$ cat src/rtl/nlc_ch_scheduler_if.sv
// nlc_ch_scheduler_if: channel request, NLC handshake and result bundle for the channel scheduler
interface nlc_ch_scheduler_if #(
   parameter int NCH = 16,
   parameter int CHW = 4
);
   logic [NCH-1:0]    req_i;
   logic [NCH*21-1:0] x_adc_ch_i;
   logic [NCH-1:0]    grant_o;
   logic              nlc_srdyi_o;
   logic [20:0]       nlc_x_adc_o;
   logic              nlc_srdyo_i;
   logic [20:0]       nlc_x_lin_i;
   logic              nlc_reset_o;
   logic              res_valid_o;
   logic [CHW-1:0]    res_ch_o;
   logic [20:0]       res_data_o;
   logic              busy_o;
   logic              err_timeout_o;
   modport master (
      input  req_i, x_adc_ch_i, nlc_srdyo_i, nlc_x_lin_i,
      output grant_o, nlc_srdyi_o, nlc_x_adc_o, nlc_reset_o, res_valid_o, res_ch_o, res_data_o, busy_o, err_timeout_o
   );
   modport slave (
      output req_i, x_adc_ch_i, nlc_srdyo_i, nlc_x_lin_i,
      input  grant_o, nlc_srdyi_o, nlc_x_adc_o, nlc_reset_o, res_valid_o, res_ch_o, res_data_o, busy_o, err_timeout_o
   );
endinterface

$ cat src/rtl/nlc_ch_scheduler.sv
// nlc_ch_scheduler: round-robin sharing of one NLC among NCH ADC channels with a completion watchdog
module nlc_ch_scheduler #(
   parameter int NCH     = 16,
   parameter int CHW     = 4,
   parameter int TIMEOUT = 256
) (
   input logic                clk,
   input logic                reset,
   nlc_ch_scheduler_if.master bus
);
   localparam int CW = $clog2(TIMEOUT) + 1;
   typedef enum logic [1:0] {IDLE, ISSUE, WAIT, DONE} state_t;
   state_t         state, state_d;
   logic [CHW-1:0] ptr, ptr_d, cur_ch, cur_ch_d, sel_ch, idx, next_ch;
   logic           sel_vld;
   logic [CW-1:0]  cnt, cnt_d;
   logic [NCH-1:0] grant_q, grant_d;
   logic           srdyi_q, srdyi_d, err_q, err_d, rv_q, rv_d, busy_q;
   logic [20:0]    xadc_q, xadc_d, rdata_q, rdata_d;
   logic [CHW-1:0] rch_q, rch_d;

   assign next_ch = (cur_ch == CHW'(NCH - 1)) ? '0 : cur_ch + 1'b1;

   // rotating-priority search: the first requester at or after ptr wins
   always_comb begin
      sel_vld = 1'b0;
      sel_ch  = '0;
      idx     = '0;
      for (int i = NCH - 1; i >= 0; i--) begin
         idx = CHW'((int'(ptr) + i) % NCH);
         if (bus.req_i[idx]) begin
            sel_vld = 1'b1;
            sel_ch  = idx;
         end
      end
   end

   // next state and next values of the registered outputs
   always_comb begin
      state_d  = state;
      ptr_d    = ptr;
      cur_ch_d = cur_ch;
      cnt_d    = cnt;
      grant_d  = '0;
      srdyi_d  = 1'b0;
      err_d    = 1'b0;
      rv_d     = 1'b0;
      xadc_d   = xadc_q;
      rdata_d  = rdata_q;
      rch_d    = rch_q;
      case (state)
         IDLE: if (sel_vld) begin
            state_d  = ISSUE;
            cur_ch_d = sel_ch;
            xadc_d   = bus.x_adc_ch_i[21*sel_ch +: 21];
            grant_d  = NCH'(1) << sel_ch;
         end
         ISSUE: begin
            state_d = WAIT;
            srdyi_d = 1'b1;
            cnt_d   = '0;
         end
         WAIT: begin
            cnt_d = cnt + 1'b1;
            if (bus.nlc_srdyo_i) begin
               state_d = DONE;
               rv_d    = 1'b1;
               rdata_d = bus.nlc_x_lin_i;
               rch_d   = cur_ch;
            end else if (cnt == CW'(TIMEOUT - 1)) begin
               state_d = IDLE;
               err_d   = 1'b1;
               ptr_d   = next_ch;
            end
         end
         DONE: begin
            state_d = IDLE;
            ptr_d   = next_ch;
         end
         default: state_d = IDLE;
      endcase
   end

   // state, arbitration pointer, watchdog and output registers
   always_ff @(posedge clk) begin
      if (reset) begin
         state   <= IDLE;
         ptr     <= '0;
         cur_ch  <= '0;
         cnt     <= '0;
         grant_q <= '0;
         srdyi_q <= 1'b0;
         err_q   <= 1'b0;
         rv_q    <= 1'b0;
         busy_q  <= 1'b0;
         xadc_q  <= '0;
         rdata_q <= '0;
         rch_q   <= '0;
      end else begin
         state   <= state_d;
         ptr     <= ptr_d;
         cur_ch  <= cur_ch_d;
         cnt     <= cnt_d;
         grant_q <= grant_d;
         srdyi_q <= srdyi_d;
         err_q   <= err_d;
         rv_q    <= rv_d;
         busy_q  <= state_d != IDLE;
         xadc_q  <= xadc_d;
         rdata_q <= rdata_d;
         rch_q   <= rch_d;
      end
   end

   assign bus.grant_o       = grant_q;
   assign bus.nlc_srdyi_o   = srdyi_q;
   assign bus.nlc_x_adc_o   = xadc_q;
   assign bus.nlc_reset_o   = reset | err_q;
   assign bus.res_valid_o   = rv_q;
   assign bus.res_ch_o      = rch_q;
   assign bus.res_data_o    = rdata_q;
   assign bus.busy_o        = busy_q;
   assign bus.err_timeout_o = err_q;
endmodule
$ cat src/flat_wrapper.sv
// flat-port wrapper written by rule: the top's interface ports become plain ports
module nlc_ch_scheduler_flat 
#(
   parameter int NCH     = 16,
   parameter int CHW     = 4,
   parameter int TIMEOUT = 256
)
  (clk, reset, bus_req_i, bus_x_adc_ch_i, bus_nlc_srdyo_i, bus_nlc_x_lin_i, bus_grant_o, bus_nlc_srdyi_o, bus_nlc_x_adc_o, bus_nlc_reset_o, bus_res_valid_o, bus_res_ch_o, bus_res_data_o, bus_busy_o, bus_err_timeout_o);
  nlc_ch_scheduler_if #(.NCH(NCH), .CHW(CHW)) bus_i ();
  input logic clk;
  input logic reset;
  input wire logic [$bits(bus_i.req_i)-1:0] bus_req_i;
  input wire logic [$bits(bus_i.x_adc_ch_i)-1:0] bus_x_adc_ch_i;
  input wire logic [$bits(bus_i.nlc_srdyo_i)-1:0] bus_nlc_srdyo_i;
  input wire logic [$bits(bus_i.nlc_x_lin_i)-1:0] bus_nlc_x_lin_i;
  output wire logic [$bits(bus_i.grant_o)-1:0] bus_grant_o;
  output wire logic [$bits(bus_i.nlc_srdyi_o)-1:0] bus_nlc_srdyi_o;
  output wire logic [$bits(bus_i.nlc_x_adc_o)-1:0] bus_nlc_x_adc_o;
  output wire logic [$bits(bus_i.nlc_reset_o)-1:0] bus_nlc_reset_o;
  output wire logic [$bits(bus_i.res_valid_o)-1:0] bus_res_valid_o;
  output wire logic [$bits(bus_i.res_ch_o)-1:0] bus_res_ch_o;
  output wire logic [$bits(bus_i.res_data_o)-1:0] bus_res_data_o;
  output wire logic [$bits(bus_i.busy_o)-1:0] bus_busy_o;
  output wire logic [$bits(bus_i.err_timeout_o)-1:0] bus_err_timeout_o;
  assign bus_i.req_i = bus_req_i;
  assign bus_i.x_adc_ch_i = bus_x_adc_ch_i;
  assign bus_i.nlc_srdyo_i = bus_nlc_srdyo_i;
  assign bus_i.nlc_x_lin_i = bus_nlc_x_lin_i;
  assign bus_grant_o = bus_i.grant_o;
  assign bus_nlc_srdyi_o = bus_i.nlc_srdyi_o;
  assign bus_nlc_x_adc_o = bus_i.nlc_x_adc_o;
  assign bus_nlc_reset_o = bus_i.nlc_reset_o;
  assign bus_res_valid_o = bus_i.res_valid_o;
  assign bus_res_ch_o = bus_i.res_ch_o;
  assign bus_res_data_o = bus_i.res_data_o;
  assign bus_busy_o = bus_i.busy_o;
  assign bus_err_timeout_o = bus_i.err_timeout_o;
  nlc_ch_scheduler #(.NCH(NCH), .CHW(CHW), .TIMEOUT(TIMEOUT)) u_core (.clk(clk), .reset(reset), .bus(bus_i));
endmodule
$ cat config.mk
export PLATFORM = sky130hd
export DESIGN_NAME = nlc_ch_scheduler_flat
export DESIGN_NICKNAME = d
export VERILOG_FILES = /design/src/rtl/nlc_ch_scheduler_if.sv /design/src/rtl/nlc_ch_scheduler.sv /design/src/flat_wrapper.sv
export SDC_FILE = /design/constraint.sdc
export NUM_CORES = 1
export LEC_CHECK = 0
export CORE_AREA = 2 2 175 177
export DETAILED_ROUTE_END_ITERATION = 10
export DIE_AREA = 0 0 177 179
export PLACE_DENSITY_LB_ADDON = 0.15
export RECOVER_POWER = 50
export SLEW_MARGIN = 20
export SYNTH_ARGS = -nofsm -noshare
export SYNTH_HDL_FRONTEND = slang
export SYNTH_SLANG_ARGS = --single-unit
$ cat constraint.sdc
create_clock -name clk -period 6.7 [get_ports clk]
set_clock_uncertainty 0.15 [all_clocks]
set_input_delay 1.34 -clock clk [delete_from_list [all_inputs] [get_ports clk]]
set_output_delay 1.34 -clock clk [all_outputs]
set_load 0.02 [all_outputs]
==> summary.md, run 1 <==
| Metric | Value |
|---|---|
| Initial drt markers | `924` |
| Core area | `30000 sq um` |
| Cts-stage hold buffer count | `0` |
| DR vias/cell | `5.80` |
| Worst-path fanout max | `9` |
| Number of setup violations in the final report | `0` |
| Max Cap Violations | `1` |
| Design Power | `9.14 mW` |
| FP Rows | `64` |
| Final nets | `2013` |
| Startpoint Class | `primary input` |
| PortBufs | `442` |
| Fin. max-slew vios | `48` |
| Hpwl dp | `36400 microns` |
| Pre-CTS WS | `367 ps` |
| Largest area contributor in the netlist | `dfxtp_1` |
| Clock Sinks | `85` |
| Placed cells | `2007` |
| GRT Util Overall | `28.2%` |
| Post-synth top flop | `dfxtp_1` |
| Clock transition at path regs | `80 ps` |
| Post-synthesis net count | `1640` |
| Share of cells above drive strength 1 | `7.44%` |
| Die area | `31700 sq um` |
| Ys async rst share | `0%` |
| Cell Area, Placed | `14000 sq um` |
| Crit path DAT | `6310 ps` |
| Req. time, crit path | `6850 ps` |
| Status | `finished, violations left` |
| Remaining DRCs | `0` |
| Layout area overhead | `54.8%` |
| First-pass GRT wire length | `68600 microns` |
| Largest net degree at the start of global routing | `58` |
| Worst hold-check path type | `reg -> reg` |
| Syn Inst Count | `1249` |
| Number of flops mapped to enable cells by yosys | `0` |
| Routability cong. | `0.933` |
| Setup WS post-layout | `542 ps` |
| Yosys warns | `0` |
| Synthesized cell area | `9240 sq um` |
| Resized Gates After CTS | `0` |
| Post-CTS setup buffers | `0` |
| Commonest cells in the synthesized netlist | `nand2_1 (239), nor2_1 (87), dfxtp_1 (85), a21oi_1 (71), clkbuf_1 (65)` |
| Seq/Total Area, Yosys | `18.4%` |
| Final core occ | `47.6%` |
| Critical path class | `in -> reg` |
| Die X | `177 microns` |
| Pwr dens | `639 nW/um^2` |
| Yosys reg bits | `85` |
| Failing checks | `max-capacitance violations, max-slew violations` |
| Non-Filler Instances | `2024` |
| Worst Tran Pin Value | `2320 ps` |
| Worst vdd ir | `0.620 mV` |
| Most frequent cell after synthesis | `nand2_1` |
| Distinct cell type count after synthesis | `84` |
| Mapped Avg Cell Area | `7.40 sq um` |
| Routed wl met2 | `22500 microns` |
| CTS root buffer | `clkbuf_16` |
| Final wirelength | `47200 microns` |
| Number of H-tree levels | `3` |
| Post-synth top area share | `18.4%` |
| Total number of vias | `11700` |
| FMAX | `162 MHz` |
| Total grt overflow | `0` |
| Top post-synthesis cells by area | `dfxtp_1 (18%), nand2_1 (9.7%), mux4_2 (5.6%)` |
| Met1 wire length | `19500 microns` |
| Initial antenna violation count | `1` |
| Design area | `14300 sq um` |
| DR top layer | `met4` |
| Metal3 WL | `4270 microns` |
| DR pass1 iterations | `8` |
| Tmin final | `6160 ps` |
| Crit path capture type | `register` |
| Antenna Violating Nets Remaining | `0` |
| CTS Buffer Depth | `2` |
| CTS Buf Count | `9` |
| Tcrit/Tclk final | `91.9%` |
| Final Hold Violating Endpoints | `0` |
| Leakage Power | `5.36 nW` |
| RSZ-0062 raised after global routing | `false` |
| Max_slew headroom | `-54.5%` |
| Post-Route Setup TNS | `0 ps` |
| CTS tree | `yes` |
| Worst skew pair latency | `360 ps` |
| Routed len/inst | `23.3 microns` |
| # IOs | `443` |
| Number of global-route vias before repair | `11100` |
| Die Ht | `179 microns` |
| Hold WS | `303 ps` |
| Starting Density | `30.8%` |
==> report_power, final <==
group / internal, mW / total (mW) / switching [mW]
Combinational: 2.83 / 7.90 / 5.08
Sequential: 0.632 / 0.711 / 0.0793
Clock: 0.269 / 0.528 / 0.260
Total: 3.73 / 9.14 / 5.42
==> area by class of cell <==
type | count | area, sq um
tap | 396 | 495
antenna | 1 | 2.50
timing repair buffer | 476 | 4750
multi-input combinational | 1037 | 7000
fill | 3018 | 15700
sequential | 85 | 1700
clock buffer | 9 | 225
inverter | 13 | 48.8
clock inverter | 7 | 78.8
==> cells by family after synthesis <==
logic type	synth area share (%)
multiplexers	13.5
buffers and inverters	6.49
XOR/XNOR	2.17
flip-flops	18.4
adder cells (fa/ha/maj)	2.03
AO/OA/AOI/OAI	30.6
AND/OR/NAND/NOR	26.8
==> final timing paths <==
check	from	endpoint	slack, ps	depth (start not counted)
setup / recovery	bus_req_i[3]	u_core.bus.nlc_x_adc_o[6]$_SDFFE_PP0P_	540	12
hold / removal	u_core.bus.res_data_o[18]$_SDFFE_PP0P_	u_core.bus.res_data_o[18]$_SDFFE_PP0P_	300	2
setup reg to reg	u_core.ptr[0]$_SDFFE_PP0P_	u_core.bus.nlc_x_adc_o[6]$_SDFFE_PP0P_	750	13
hold reg to reg	u_core.bus.res_data_o[18]$_SDFFE_PP0P_	u_core.bus.res_data_o[18]$_SDFFE_PP0P_	300	2
==> critical path, cell delays in order <==
cell and delay, ps:
clkdlybuf4s50_1 550, mux4_2 550, mux2i_4 270, o211a_1 400
o211ai_1 150, a211oi_1 450, a311oi_1 320, nor3b_4 330
nor3b_2 570, a22oi_1 240, a2111oi_0 930, a2111o_1 200
==> metal layers <==
layer  vias to the layer above  global-route usage (%)
met5                         -                       0
met4                         0                    7.30
met3                        59                    6.62
met2                       595                    45.8
met1                      5610                    37.5
li1                       5475                       -
==> sequential cells by signal (all words and copies together), names as in the netlist <==
signal	flops
u_core.cnt	9
u_core.bus.busy_o	1
u_core.ptr	4
u_core.bus.res_valid_o	1
u_core.cur_ch	4
u_core.bus.res_data_o	21
u_core.bus.nlc_srdyi_o	1
u_core.bus.grant_o	16
u_core.state	2
u_core.bus.nlc_x_adc_o	21
u_core.bus.err_timeout_o	1
u_core.bus.res_ch_o	4
==> placed cells by master, fill, tap and decap left out, types with 10 or more instances in the layout <==
| cell type | count |
|---|---|
| nor3_1 | 18 |
| nand3_1 | 54 |
| a22oi_1 | 11 |
| o2bb2ai_1 | 17 |
| nand4_1 | 18 |
| clkdlybuf4s50_1 | 378 |
| o211ai_1 | 25 |
| o31ai_1 | 10 |
| nand2_1 | 239 |
| buf_4 | 27 |
| inv_1 | 12 |
| and3_1 | 30 |
| a211o_1 | 12 |
| nand2b_1 | 14 |
| o22ai_1 | 12 |
| a2111oi_0 | 27 |
| a211oi_1 | 27 |
| mux2_2 | 16 |
| and2_1 | 24 |
| nor2_1 | 85 |
| ha_1 | 15 |
| a21oi_1 | 71 |
| dlygate4sd3_1 | 63 |
| o21ai_0 | 29 |
| mux2i_1 | 47 |
| a2111o_1 | 10 |
| a31oi_1 | 33 |
| mux4_2 | 23 |
| or3_1 | 20 |
| dfxtp_1 | 84 |
No activity file was read; power rests on OpenSTA's default activity.
==> run 2, diff against run 1 <==
--- a/config.mk
+++ b/config.mk
@@ -5,6 +5,7 @@
 export SDC_FILE = /design/constraint.sdc
 export NUM_CORES = 1
 export LEC_CHECK = 0
+export CAP_MARGIN = 25
 export CORE_AREA = 2 2 175 177
 export DETAILED_ROUTE_END_ITERATION = 10
 export DIE_AREA = 0 0 177 179
==> results of run 2 <==
The final DEF is identical to that of run 1; final timing and power are the same.
